File: src/rtl/sim_ctrl_pkg.sv
// Shared types for the simulator run controller: state and opcode encodings.
package sim_ctrl_pkg;

  typedef enum logic [2:0] {
    ST_IDLE     = 3'd0,
    ST_RUNNING  = 3'd1,
    ST_PAUSED   = 3'd2,
    ST_STEPPING = 3'd3,
    ST_DONE     = 3'd4
  } sim_state_e;

  typedef enum logic [1:0] {
    OP_RUN   = 2'b00,
    OP_PAUSE = 2'b01,
    OP_STEP  = 2'b10,
    OP_CLEAR = 2'b11
  } sim_op_e;

  localparam int unsigned STATE_W = 3;

endpackage

File: src/rtl/sim_cycle_counter.sv
// Saturating counter with synchronous clear, load and enable; DOWN selects
// a down-counter that holds at zero instead of an up-counter holding at all-ones.
module sim_cycle_counter
  import sim_ctrl_pkg::*;
#(
  parameter int unsigned WIDTH = 32,
  parameter bit          DOWN  = 1'b0
) (
  input  logic             clk,
  input  logic             reset_n,
  input  logic             clr_i,
  input  logic             load_i,
  input  logic [WIDTH-1:0] load_val_i,
  input  logic             en_i,
  output logic [WIDTH-1:0] count_o
);

  logic [WIDTH-1:0] count_q, count_d;
  logic             at_limit;

  always_comb begin
    at_limit = DOWN ? (count_q == '0) : (count_q == '1);
    count_d  = count_q;
    if (clr_i) begin
      count_d = '0;
    end else if (load_i) begin
      count_d = load_val_i;
    end else if (en_i && !at_limit) begin
      count_d = DOWN ? (count_q - 1'b1) : (count_q + 1'b1);
    end
  end

  always_ff @(posedge clk or negedge reset_n) begin
    if (!reset_n) count_q <= '0;
    else          count_q <= count_d;
  end

  assign count_o = count_q;

endmodule

File: src/rtl/sim_run_controller.sv
// Run controller: sequences RUN/PAUSE/STEP/CLEAR host commands into a per-cycle
// advance enable and owns the authoritative simulated-cycle count.
module sim_run_controller
  import sim_ctrl_pkg::*;
#(
  parameter int unsigned MAX_CYCLE_WIDTH = 32
) (
  input  logic                       clk,
  input  logic                       reset_n,
  input  logic                       cmd_valid,
  output logic                       cmd_ready,
  input  logic [1:0]                 cmd_op,
  input  logic [MAX_CYCLE_WIDTH-1:0] cmd_arg,
  output logic                       sim_en,
  output logic [MAX_CYCLE_WIDTH-1:0] current_cycle,
  output logic [STATE_W-1:0]         state,
  output logic                       done_pulse,
  output logic                       cmd_err
);

  localparam int unsigned W = MAX_CYCLE_WIDTH;
  localparam logic [W-1:0] ALL_ONES = '1;

  sim_state_e     state_q, state_d;
  logic [W-1:0]   stop_q, stop_d;
  logic           done_q, done_d;
  logic           err_q, err_d;
  logic [W-1:0]   cc, step_left, step_val;
  logic [W:0]     cc_next;
  logic           accept, limit_hit, sat_hit, cc_clr, step_load;
  sim_op_e        op;

  assign sim_en    = (state_q == ST_RUNNING) || (state_q == ST_STEPPING);
  assign cmd_ready = (state_q != ST_STEPPING);
  assign accept    = cmd_valid && cmd_ready;
  assign op        = sim_op_e'(cmd_op);

  // Limits compared one bit wider so cc+1 never wraps back below the stop cycle.
  assign cc_next   = {1'b0, cc} + 1'b1;
  assign limit_hit = cc_next >= {1'b0, stop_q};
  assign sat_hit   = cc_next >= {1'b0, ALL_ONES};
  assign step_val  = (cmd_arg == '0) ? W'(1) : cmd_arg;

  always_comb begin
    state_d   = state_q;
    stop_d    = stop_q;
    err_d     = 1'b0;
    cc_clr    = 1'b0;
    step_load = 1'b0;
    case (state_q)
      ST_IDLE, ST_PAUSED: begin
        if (accept) begin
          case (op)
            OP_RUN: begin
              stop_d  = cmd_arg;
              state_d = (cmd_arg <= cc) ? ST_DONE : ST_RUNNING;
            end
            OP_STEP: begin
              step_load = 1'b1;
              state_d   = ST_STEPPING;
            end
            OP_CLEAR: begin
              state_d = ST_IDLE;
              stop_d  = '0;
              cc_clr  = 1'b1;
            end
            default: err_d = 1'b1;
          endcase
        end
      end
      ST_RUNNING: begin
        if (accept && op == OP_CLEAR) begin
          state_d = ST_IDLE;
          stop_d  = '0;
          cc_clr  = 1'b1;
        end else begin
          // Hitting the limit outranks a concurrent PAUSE, which is then not an error.
          if (limit_hit || sat_hit)         state_d = ST_DONE;
          else if (accept && op == OP_PAUSE) state_d = ST_PAUSED;
          if (accept && (op == OP_RUN || op == OP_STEP)) err_d = 1'b1;
        end
      end
      ST_STEPPING: begin
        if (sat_hit)                  state_d = ST_DONE;
        else if (step_left == W'(1))  state_d = ST_PAUSED;
      end
      ST_DONE: begin
        if (accept) begin
          if (op == OP_CLEAR) begin
            state_d = ST_IDLE;
            stop_d  = '0;
            cc_clr  = 1'b1;
          end else begin
            err_d = 1'b1;
          end
        end
      end
      default: state_d = ST_IDLE;
    endcase
    done_d = (state_d == ST_DONE) && (state_q != ST_DONE);
  end

  always_ff @(posedge clk or negedge reset_n) begin
    if (!reset_n) begin
      state_q <= ST_IDLE;
      stop_q  <= '0;
      done_q  <= 1'b0;
      err_q   <= 1'b0;
    end else begin
      state_q <= state_d;
      stop_q  <= stop_d;
      done_q  <= done_d;
      err_q   <= err_d;
    end
  end

  sim_cycle_counter #(.WIDTH(W), .DOWN(1'b0)) u_cycle (
    .clk        (clk),
    .reset_n    (reset_n),
    .clr_i      (cc_clr),
    .load_i     (1'b0),
    .load_val_i ('0),
    .en_i       (sim_en),
    .count_o    (cc)
  );

  sim_cycle_counter #(.WIDTH(W), .DOWN(1'b1)) u_step (
    .clk        (clk),
    .reset_n    (reset_n),
    .clr_i      (cc_clr),
    .load_i     (step_load),
    .load_val_i (step_val),
    .en_i       (state_q == ST_STEPPING),
    .count_o    (step_left)
  );

  assign current_cycle = cc;
  assign state         = state_q;
  assign done_pulse    = done_q;
  assign cmd_err       = err_q;

endmodule

File: config.mk
export PLATFORM = sky130hd
export DESIGN_NAME = sim_run_controller
export DESIGN_NICKNAME = d
export VERILOG_FILES = /design/src/rtl/sim_ctrl_pkg.sv /design/src/rtl/sim_cycle_counter.sv /design/src/rtl/sim_run_controller.sv
export SDC_FILE = /design/constraint.sdc
export NUM_CORES = 1
export LEC_CHECK = 0
export ABC_CLOCK_PERIOD_IN_PS = 4950
export BUFFER_PORTS_ARGS = -buffer_cell sky130_fd_sc_hd__buf_4
export CAP_MARGIN = 20
export CORE_MARGIN = 1.5
export CORE_UTILIZATION = 40
export CTS_CLUSTER_SIZE = 8
export DETAILED_ROUTE_END_ITERATION = 8
export PLACE_DENSITY = 0.59
export SETUP_SLACK_MARGIN = 0.4
export SLEW_MARGIN = 20
export SYNTH_ARGS = -nofsm -noshare
export SYNTH_HDL_FRONTEND = slang
export SYNTH_SLANG_ARGS = --single-unit
File: constraint.sdc
create_clock -name clk -period 4.95 [get_ports clk]
set_clock_uncertainty 0.1 [all_clocks]
set_input_delay 0.2475 -clock clk [delete_from_list [all_inputs] [get_ports clk]]
set_output_delay 0.2475 -clock clk [all_outputs]
set_load 0.05 [all_outputs]
Word level (Yosys, flattened, before mapping)
Cells that the tools add are included.
- bits in registers: 101
- latch bits: 0
- bits in writable memories: 0
- ROM bits: 0
- input bits: 37
- word-level logic and storage cells: 89
- memories kept: 0
- $add $sub $neg: 3
- $mul: 0
- divide/modulo/power cells: 0
- $lt $le $gt $ge: 3
- equality and inequality tests: 17
- shift operators: 0
- mux-type cells: 37
- bitwise gates (word level): 0
- reduce and logical (&&, ||, !) cells: 23
- operators by type and width (kind ; number):
    32-bit 2-to-1 mux ; 10
    32-bit case mux with 3 select lines ; 1
    32-bit logical NOT ; 2
    32-bit case mux with 2 select lines ; 1
    32-bit by 1-bit adder with 33-bit output (second input constant) ; 1
    33-bit by 32-bit >= comparator with 1-bit output ; 1
    33-bit by 32-bit >= comparator with 1-bit output (second input constant) ; 1
    32-bit by 1-bit adder with 32-bit output (second input constant) ; 1
    32-bit by 1-bit == test with 1-bit output (second input constant) ; 1
    32-bit == test (second input constant) ; 1
    32-bit less-or-equal comparator ; 1
    32-bit by 1-bit subtractor with 32-bit output (second input constant) ; 1
    3-bit 2-to-1 mux ; 9
    1-bit 2-to-1 mux ; 12
    3-bit case mux with 4 select lines ; 1
    3-bit case mux with 3 select lines ; 1
    1-bit logical AND ; 7
    3-bit by 2-bit == test with 1-bit output (second input constant) ; 2
    3-bit == test (second input constant) ; 2
    2-bit != test (second input constant) ; 3
    3-bit != test (second input constant) ; 2
    6-bit AND reduction ; 1
    3-bit nonzero test ; 2
    3-bit OR reduction ; 2
    13 further kinds ; 17

Depth between registers and ports, before layout
Gate-level depths: netlist (run 1).
- depth after elaboration: 9
- mapped depth: 16
- depth with buffers taken out: 15

By module
A second synthesis (run 1) with hierarchy kept.
- cell total of the unflattened synthesis: 1126
- area, all modules: 9056.2 um^2
- by module, submodules not included (module ; instances ; cells an instance ; area an instance (um^2) ; seq. area each (um^2)):
    sim_run_controller ; 1 ; 641 ; 4682.0 ; 925.9
    sim_cycle_counter at u_cycle ; 1 ; 241 ; 2224.6 ; 800.8
    sim_cycle_counter at u_step ; 1 ; 244 ; 2149.6 ; 800.8

Least setup slack after synthesis (run 1)
OpenSTA, ideal clock, no wires.
- path kind: register to register
- start point: reg u_cycle.count_q[0], in the netlist u_cycle.count_o[0]
- end point: reg done_q, in the netlist done_pulse
- setup time: 0.125 ns
- arrival: 3.791 ns
- data required time: 4.725 ns
- path slack: 0.933 ns
- stages on the path, launching flop included: 17
- cells stage by stage: dfrtp_1 > ha_1 > nand4_2 > nor4_4 > and2_0 > clkbuf_1 > nand2_1 > xnor2_1 > ha_1 > nand4_1 > nor2_1 > a221oi_1 > o21ai_0 > or3_1 > o21ai_0 > a2bb2oi_2 > a211oi_2
- longest elaborated chain between the ends: 8
- elaborated cells on any way between the ends: 14
- classes of those cells: add/sub: 1; order compare: 3; eq/ne: 1; mux: 7; reduce/logical: 2
- ends and longest elaborated chain (what ; line ; RTL):
    start, declared ; sim_cycle_counter.sv:18 ; logic [WIDTH-1:0] count_q, count_d;
    start signal, assigned ; sim_cycle_counter.sv:35 ; else count_q <= count_d;
    32-bit by 1-bit adder with 33-bit output * ; sim_run_controller.sv:39 ; assign cc_next = {1'b0, cc} + 1'b1;
    33-bit by 32-bit >= comparator with 1-bit output (on tied branches) ; sim_run_controller.sv:40, sim_run_controller.sv:41 ;
    1-bit logical OR ; sim_run_controller.sv:78 ; if (limit_hit || sat_hit) state_d = ST_DONE;
    3-bit 2-to-1 mux ; sim_run_controller.sv:78 ;
    3-bit 2-to-1 mux ; sim_run_controller.sv:72 ; if (accept && op == OP_CLEAR) begin
    3-bit case mux with 4 select lines * ; sim_run_controller.sv:50 ; case (state_q)
    named net state_d[1] ; sim_run_controller.sv:24 ; sim_state_e state_q, state_d;
    3-bit == test * ; sim_run_controller.sv:100 ; done_d = (state_d == ST_DONE) && (state_q != ST_DONE);
    1-bit logical AND * ; sim_run_controller.sv:100 ;
    named net done_d ; sim_run_controller.sv:26 ; logic done_q, done_d;
    end signal, assigned ; sim_run_controller.sv:112 ; done_q <= done_d;
    end, declared ; sim_run_controller.sv:26 ;
The timed path passes the listed nets; every way through them passes the cells marked *.
A chain may end at the register's enable or synchronous reset.

Worst setup path in the final report (run 1)
Same ends and word-level chain as after synthesis.

==> metrics.md, run 1 <==
| Metric | Value |
|---|---|
| Max-Cap Viols | 0 |
| Fin crit share | 86.5% |
| Maximum buffer depth of the clock tree | 2 |
| Slowest-stage cell, CP | dfrtp_1 |
| Worst-path clk slew | around 0.070 ns |
| Synth async-reset ratio | 100% |
| Hold Path Class | in2reg |
| Filler Cells Inserted | 1,956 |
| DIE AREA | 20,400 um^2 |
| PortBufs | between 70 and 80 |
| Final hold vios | 0 |
| Run status | completed |
| RSZ-0062 raised after global routing | false |
| Placed cells | roughly 1,300 |
| Register area share after synthesis | 32.2% |
| Net switching share of the total power | 43.5% |
| Post-synthesis cell type count | 73 |
| Antenna diode count | 0 |
| CTS buffer count | 9 |
| Worst vdd ir | 185 uV |
| Total Routing Usage GR | 24.3% |
| Die W | 143 um |
| Register bit count reported by yosys | ~100 |
| Clk Latency, worst-skew pair | 0.36 ns |
| Area delta synth->final | 13.5% |
| Remaining antenna violation count | 0 |
| Synth Flop Type | dfrtp_1 |
| Post-CTS setup buffers | 0 |
| CP Max Fanout | 9 |
| Routed len/inst | 18.6 um |
| Final cell count without fillers | 1,281 |
| Actual slew at the worst max-slew pin | 0.794 ns |
| # rows | 51 |
| Proportion of layout cells with a drive suffix above 1 | 12.6% |
| Worst endpoint required time | roughly 5.1 ns |
| Power density cells | 404 nW/um^2 |
| Internal power | 2030 uW |
| Post-CTS Hold Buffers | 1 |
| P_leak | 0.00392 uW |
| Clock net sink count | 101 |
| Total gr overflow | 0 |
| Initial Util | 40.5% |
| Hpwl dp | around 18 mm |
| Nets | 1,123 |
| Drt pass-1 iters | 5 |
| Syn_area_per_cell | 8.15 um^2 |
| Fmax | 0.234 GHz |
| H-tree depth | 3 |
| Psw | roughly 1600 uW |
| Critical path's largest stage delay | just over 0.5 ns |
| Max_slew headroom | 46.7% |
| Clock Power Share | 20.0% |
| Yosys warnings | 0 |
| Die height | 143 um |
| Initial drt markers | 723 |
| First-pass GRT wire length | 38.0 mm |
| Reg power frac | between 30% and 40% |
| CP most frequent cell | ha_1 |
| RePlAce Congestion | between 0.8 and 0.9 |
| CP arrival | 4.46 ns |
| Setup crit start kind | flop |
| Largest net degree at the start of global routing | 65 |
| Post-CTS sizing | 0 |
| Commonest non-fill, non-tap cells in the layout | 148 x nand2_1, 101 x dfrtp_1, 82 x buf_4, 81 x nor2_1, 73 x ha_1 |
| Combinational share of power | 43.3% |
| Critical path buffer and inverter count | 0 |
| Vias in the first global route | 6,833 |
| Clk root buf | clkbuf_16 |
| Mapped Cells | 962 |
| Aggregate negative setup slack | 0 ns |
| Critical path type | reg2reg |
| Min cycle time layout | 4.28 ns |
| CTS tree | built |
| Io pins | 76 |
| EDFF count, synth | 0 |
| Initial antenna violation count | 0 |
| CP Capture Type | flop |
| Commonest non-fill, non-tap cell in the layout | nand2_1 |
| Max Slew Vio Count | 0 |
| Synthesized net count | 1,072 |
| Post-Syn Area | roughly 7800 um^2 |
| Cells along the critical path | ha_1 > nand4_2 > nor4_4 > and2_0 > nand2_1 > xnor2_1 > ha_1 > nand4_1 > nor4_1 > nand3_1 > a21boi_1 > or4_1 > o21ai_0 > a2bb2oi_2 > a211oi_2 |
| Vias per cell | 5.64 |
| Setup violators final | 0 |
| Via count | between 7,000 and 8,000 |
| Final WL | ~24 mm |
| CP top delay family | simple AND/OR/NAND/NOR gates |
| CORE AREA | 19,300 um^2 |
| DRC violations left | 0 |
## final timing paths
| check | slack [ns] | depth (start not counted) | startpoint | to |
|---|---|---|---|---|
| min | 0.06 | 3 | cmd_arg[28] | stop_q[28] |
| min in group asynchronous | 0.39 | 2 | reset_n | u_step.count_o[25] |
| min reg2reg | 0.38 | 2 | stop_q[15] | stop_q[15] |
| max in group asynchronous | 3.23 | 3 | reset_n | stop_q[10] |
| max | 0.67 | 15 | u_cycle.count_o[0] | done_pulse |
| max reg2reg | 0.67 | 15 | u_cycle.count_o[0] | done_pulse |
## worst reg2reg max path: cells and delay by family, from the launching register on
| family | cells | cell delay (ns) |
|---|---|---|
| simple gates | 8 | 2.09 |
| compound gates | 4 | 0.70 |
| fa+ha+maj | 2 | 0.67 |
| flops | 1 | 0.51 |
| xor+xnor | 1 | 0.15 |
## metal layers
layer  track usage [%]  wire, um  vias to the layer above
li1                  -         -                     3512
met1              34.4     11100                     3476
met2              39.0     11100                      216
met3              3.69      1160                       23
met4              5.15       337                        0
met5                 0         0                        -
## power by group through the flow
stage / clock network [uW] / logic, uW / registers (uW)
after floorplan: 0 / 1060 / 1340
after detailed placement: 0 / 1540 / 1330
after CTS: 742 / 1540 / 1310
after global routing: 776 / 1760 / 1360
after global placement: 0 / 1520 / 1320
final: 719 / 1560 / 1320
## synth_stat cells (3+ instances only)
cell type / number / area share (%)
buf_2: 7 / 0.45
and3_1: 3 / 0.24
a2bb2oi_1: 3 / 0.34
buf_4: 7 / 0.67
or3_1: 15 / 1.2
nor4b_1: 3 / 0.34
a211oi_1: 13 / 1.2
o31ai_1: 6 / 0.57
nand3_1: 27 / 1.7
o21a_1: 4 / 0.38
o22ai_1: 4 / 0.32
clkbuf_1: 27 / 1.3
inv_1: 70 / 3.4
o211ai_1: 4 / 0.38
nor2b_1: 4 / 0.32
xor2_1: 14 / 1.6
a22oi_1: 9 / 0.86
nor2_1: 82 / 3.9
nand2_1: 149 / 7.1
dfrtp_1: 101 / 32
a31oi_1: 6 / 0.48
and4_1: 4 / 0.45
ha_1: 73 / 12
nand2b_1: 4 / 0.32
a221oi_1: 5 / 0.56
or4_4: 3 / 0.43
nor3_1: 20 / 1.3
nand4_1: 32 / 2.6
xnor2_1: 55 / 6.1
nor4_1: 24 / 1.9
a21o_1: 9 / 0.86
a21oi_1: 49 / 3.1
or4_1: 5 / 0.48
o21ai_0: 69 / 4.4
## through the flow
step	hold slack (ns)	setup WS, ns	instance area, um^2	power (uW)	utilization, %
detailed placement	0.266	0.795	8580	2860	44.4
CTS	0.0499	0.767	8870	3600	45.9
global placement	0.261	0.907	8580	2840	44.4
finish	0.0633	0.671	8890	3600	46.0
floorplan	-0.148	0.933	7840	2400	-
global route	0.0624	0.411	8890	3890	46.0
## registers in the layout, summed over array words and instances, names as in the netlist
register and count:
cmd_err 1, done_pulse 1, u_step.count_o 32, state 3, u_cycle.count_o 32, stop_q 32
## kinds of logic after synthesis
| group | after synthesis | share of synthesized area (%) |
|---|---|---|
| xor gates and xnor gates | 69 | 7.71 |
| muxes | 1 | 0.144 |
| adders and majority gates | 73 | 11.7 |
| buffers and inverters | 116 | 6.21 |
| DFF | 101 | 32.2 |
| and+or+nand+nor | 398 | 25.6 |
| AOI/OAI and AO/OA | 204 | 16.5 |
## cell type report
cell class	count	area, um^2	area share (%)
Clock buffer	10	229	2.57
Clock inverter	4	51.3	0.577
Inverter	72	270	3.04
Multi-Input combinational cell	745	4830	54.3
Sequential cell	101	2530	28.4
Tap cell	265	332	3.73
Timing Repair Buffer	84	653	7.34
(Power assumes the default switching activity.)
==> inputs of run 2 (changes only) <==
- MAX_ROUTING_LAYER: default -> met4
==> metrics.md, run 2 (synthesized netlist as in run 1, its figures left out) <==
| Metric | Value |
|---|---|
| Clk root buf | clkbuf_16 |
| Utilization after layout | 45.9% (-0.12 points) |
| CORE AREA | 19,300 um^2 (unchanged) |
| Initial antenna violation count | 0 (unchanged) |
| Proportion of layout cells with a drive suffix above 1 | 12.5% (-0.086 points) |
| Register area | 2530 um^2 (unchanged) |
| PortBufs | 75 (unchanged) |
| CP Max Fanout | 9 (unchanged) |
| Via count | 7,181 (-0.64%) |
| RePlAce Congestion | 0.909 (+1.7%) |
| Hold Slack | 0.0655 ns (+0.00216 ns) |
| Area delta synth->final | 13.2% |
| DRC violations left | 0 (unchanged) |
| # rows | 51 (unchanged) |
| Critical path type | reg2reg |
| Hpwl dp | 18.0 mm (unchanged) |
| Remaining antenna violation count | 0 (unchanged) |
| Nets | 1,122 (-0.089%) |
| H-tree depth | 3 (unchanged) |
| CP most frequent cell | ha_1 |
| RSZ-0062 raised after global routing | false |
| Max-Cap Viols | 0 (unchanged) |
| Hold Path Class | in2reg |
| Drt pass-1 iters | 6 (+1) |
| Initial Util | 40.5% (unchanged) |
| Worst-path clk slew | 0.07 ns (about the same) |
| CTS tree | built |
| DIE AREA | 20,400 um^2 (unchanged) |
| Worst vdd ir | 185 uV (about the same) |
| Run status | completed |
| Design area | 8870 um^2 (-0.25%) |
| Critical path's largest stage delay | 0.51 ns (about the same) |
| Commonest non-fill, non-tap cells in the layout | 148 x nand2_1, 101 x dfrtp_1, 82 x buf_4, 81 x nor2_1, 73 x ha_1 |
| Slowest-stage cell, CP | dfrtp_1 |
| CTS buffer count | 9 (unchanged) |
| Post-CTS sizing | 0 (unchanged) |
| P_leak | 0.00392 uW (-0.20%) |
| Total gr overflow | 0 (unchanged) |
| Final hold vios | 0 (unchanged) |
| Initial drt markers | 656 (-9.3%) |
| Max Slew Vio Count | 0 (unchanged) |
| Total Routing Usage GR | 25.0% (+0.72 points) |
| CP arrival | 4.44 ns (-0.02 ns) |
| Commonest non-fill, non-tap cell in the layout | nand2_1 |
| First-pass GRT wire length | 38.0 mm (about the same) |
| Worst endpoint required time | 5.13 ns (about the same) |
| Clk Latency, worst-skew pair | 0.36 ns (about the same) |
| Antenna diode count | 0 (unchanged) |
| Setup violators final | 0 (unchanged) |
| Vias per cell | 5.61 (-0.56%) |
| Aggregate negative setup slack | 0 ns (unchanged) |
| Maximum buffer depth of the clock tree | 2 (unchanged) |
| Worst reg-to-reg path cell count | 15 (unchanged) |
| Routed len/inst | 18.6 um (about the same) |
| Clock net sink count | 101 (unchanged) |
| Actual slew at the worst max-slew pin | 0.821 ns (+0.0268 ns) |
| Area of the multi-input gates | 4840 um^2 (+0.10%) |
| Min cycle time layout | 4.26 ns (-0.0182 ns) |
| Worst Hold Depth | 3 (unchanged) |
| Max_slew headroom | 44.9% (-1.8 points) |
| Io pins | 76 (unchanged) |
| Die height | 143 um (unchanged) |
| Largest net degree at the start of global routing | 65 (unchanged) |
| Placed Area | 8580 um^2 (unchanged) |
| Fmax | 0.235 GHz (+0.43%) |
| Die W | 143 um (unchanged) |
| Cells along the critical path | ha_1 > nand4_2 > nor4_4 > and2_0 > nand2_1 > xnor2_1 > ha_1 > nand4_1 > nor4_1 > nand3_1 > a21boi_1 > or4_1 > o21ai_0 > a2bb2oi_2 > a211oi_2 |
| Power density cells | 404 nW/um^2 (about the same) |
| Vias in the first global route | 6,848 (+0.22%) |
| Final WL | 23.8 mm (about the same) |
| CP Capture Type | flop |
| Filler Cells Inserted | 1,959 (+0.15%) |
| Fin crit share | 86.1% (-0.37 points) |
| Setup crit start kind | flop |
## run 2: changes by cell type in the layout (fill, tap and decap cells not counted), sizes merged
cell,previous run,this run
buf,83,82
## run 2: per-stage QoR
stage | std cells | worst slack (ns) | total power (uW)
global placement | 1265 | 0.907 | 2840
CTS | 1280 | 0.767 | 3600
detailed placement | 1265 | 0.795 | 2860
global route | 1280 | 0.411 | 3880
floorplan | 962 | 0.933 | 2400
finish | 1280 | 0.689 | 3590
## run 2: final timing paths
| path | slack (ns) | end | from |
|---|---|---|---|
| min in group asynchronous | 0.40 | u_step.count_o[25] | reset_n |
| max in group asynchronous | 3.23 | stop_q[7] | reset_n |
| min reg2reg | 0.38 | stop_q[31] | stop_q[31] |
| max reg2reg | 0.69 | done_pulse | u_cycle.count_o[0] |
| min | 0.07 | stop_q[26] | cmd_arg[26] |
| max | 0.69 | done_pulse | u_cycle.count_o[0] |
## run 2: final cells by class
cell class,count,area share (%)
multi-input combinational,745,54.5
sequential,101,28.5
tap,265,3.74
timing repair buffer,83,7.05
clock buffer,10,2.58
inverter,72,3.05
clock inverter,4,0.578
## run 2: power by group
part / total, uW / leakage, uW / switching (uW) / internal [uW]
Clock: 719 / 0.000134 / 331 / 387
Combinational: 1550 / 0.00244 / 984 / 565
Sequential: 1320 / 0.00134 / 248 / 1070
Total: 3590 / 0.00392 / 1560 / 2020
## run 2: worst max-delay path, delay by kind of cell, from the launching register on
family | cells | cell delay, ns
adder cells (fa/ha/maj) | 2 | 0.67
AND/OR/NAND/NOR | 8 | 2.06
flip-flops | 1 | 0.51
XOR/XNOR | 1 | 0.15
AO/OA/AOI/OAI | 4 | 0.69
## run 2: per-layer routing
| layer | vias to the layer above | wire length (um) | track usage (%) |
|---|---|---|---|
| met4 | 0 | 360 | 4.99 |
| met5 | - | 0 | - |
| li1 | 3505 | - | - |
| met1 | 3457 | 11200 | 34.3 |
| met3 | 25 | 1090 | 3.82 |
| met2 | 194 | 11100 | 39.1 |
## run 2: timing repair
item | in CTS | in global routing
endpoints found under the hold margin | 55 | 0
hold buffers | 1 | 0
setup buffers | 0 | 0
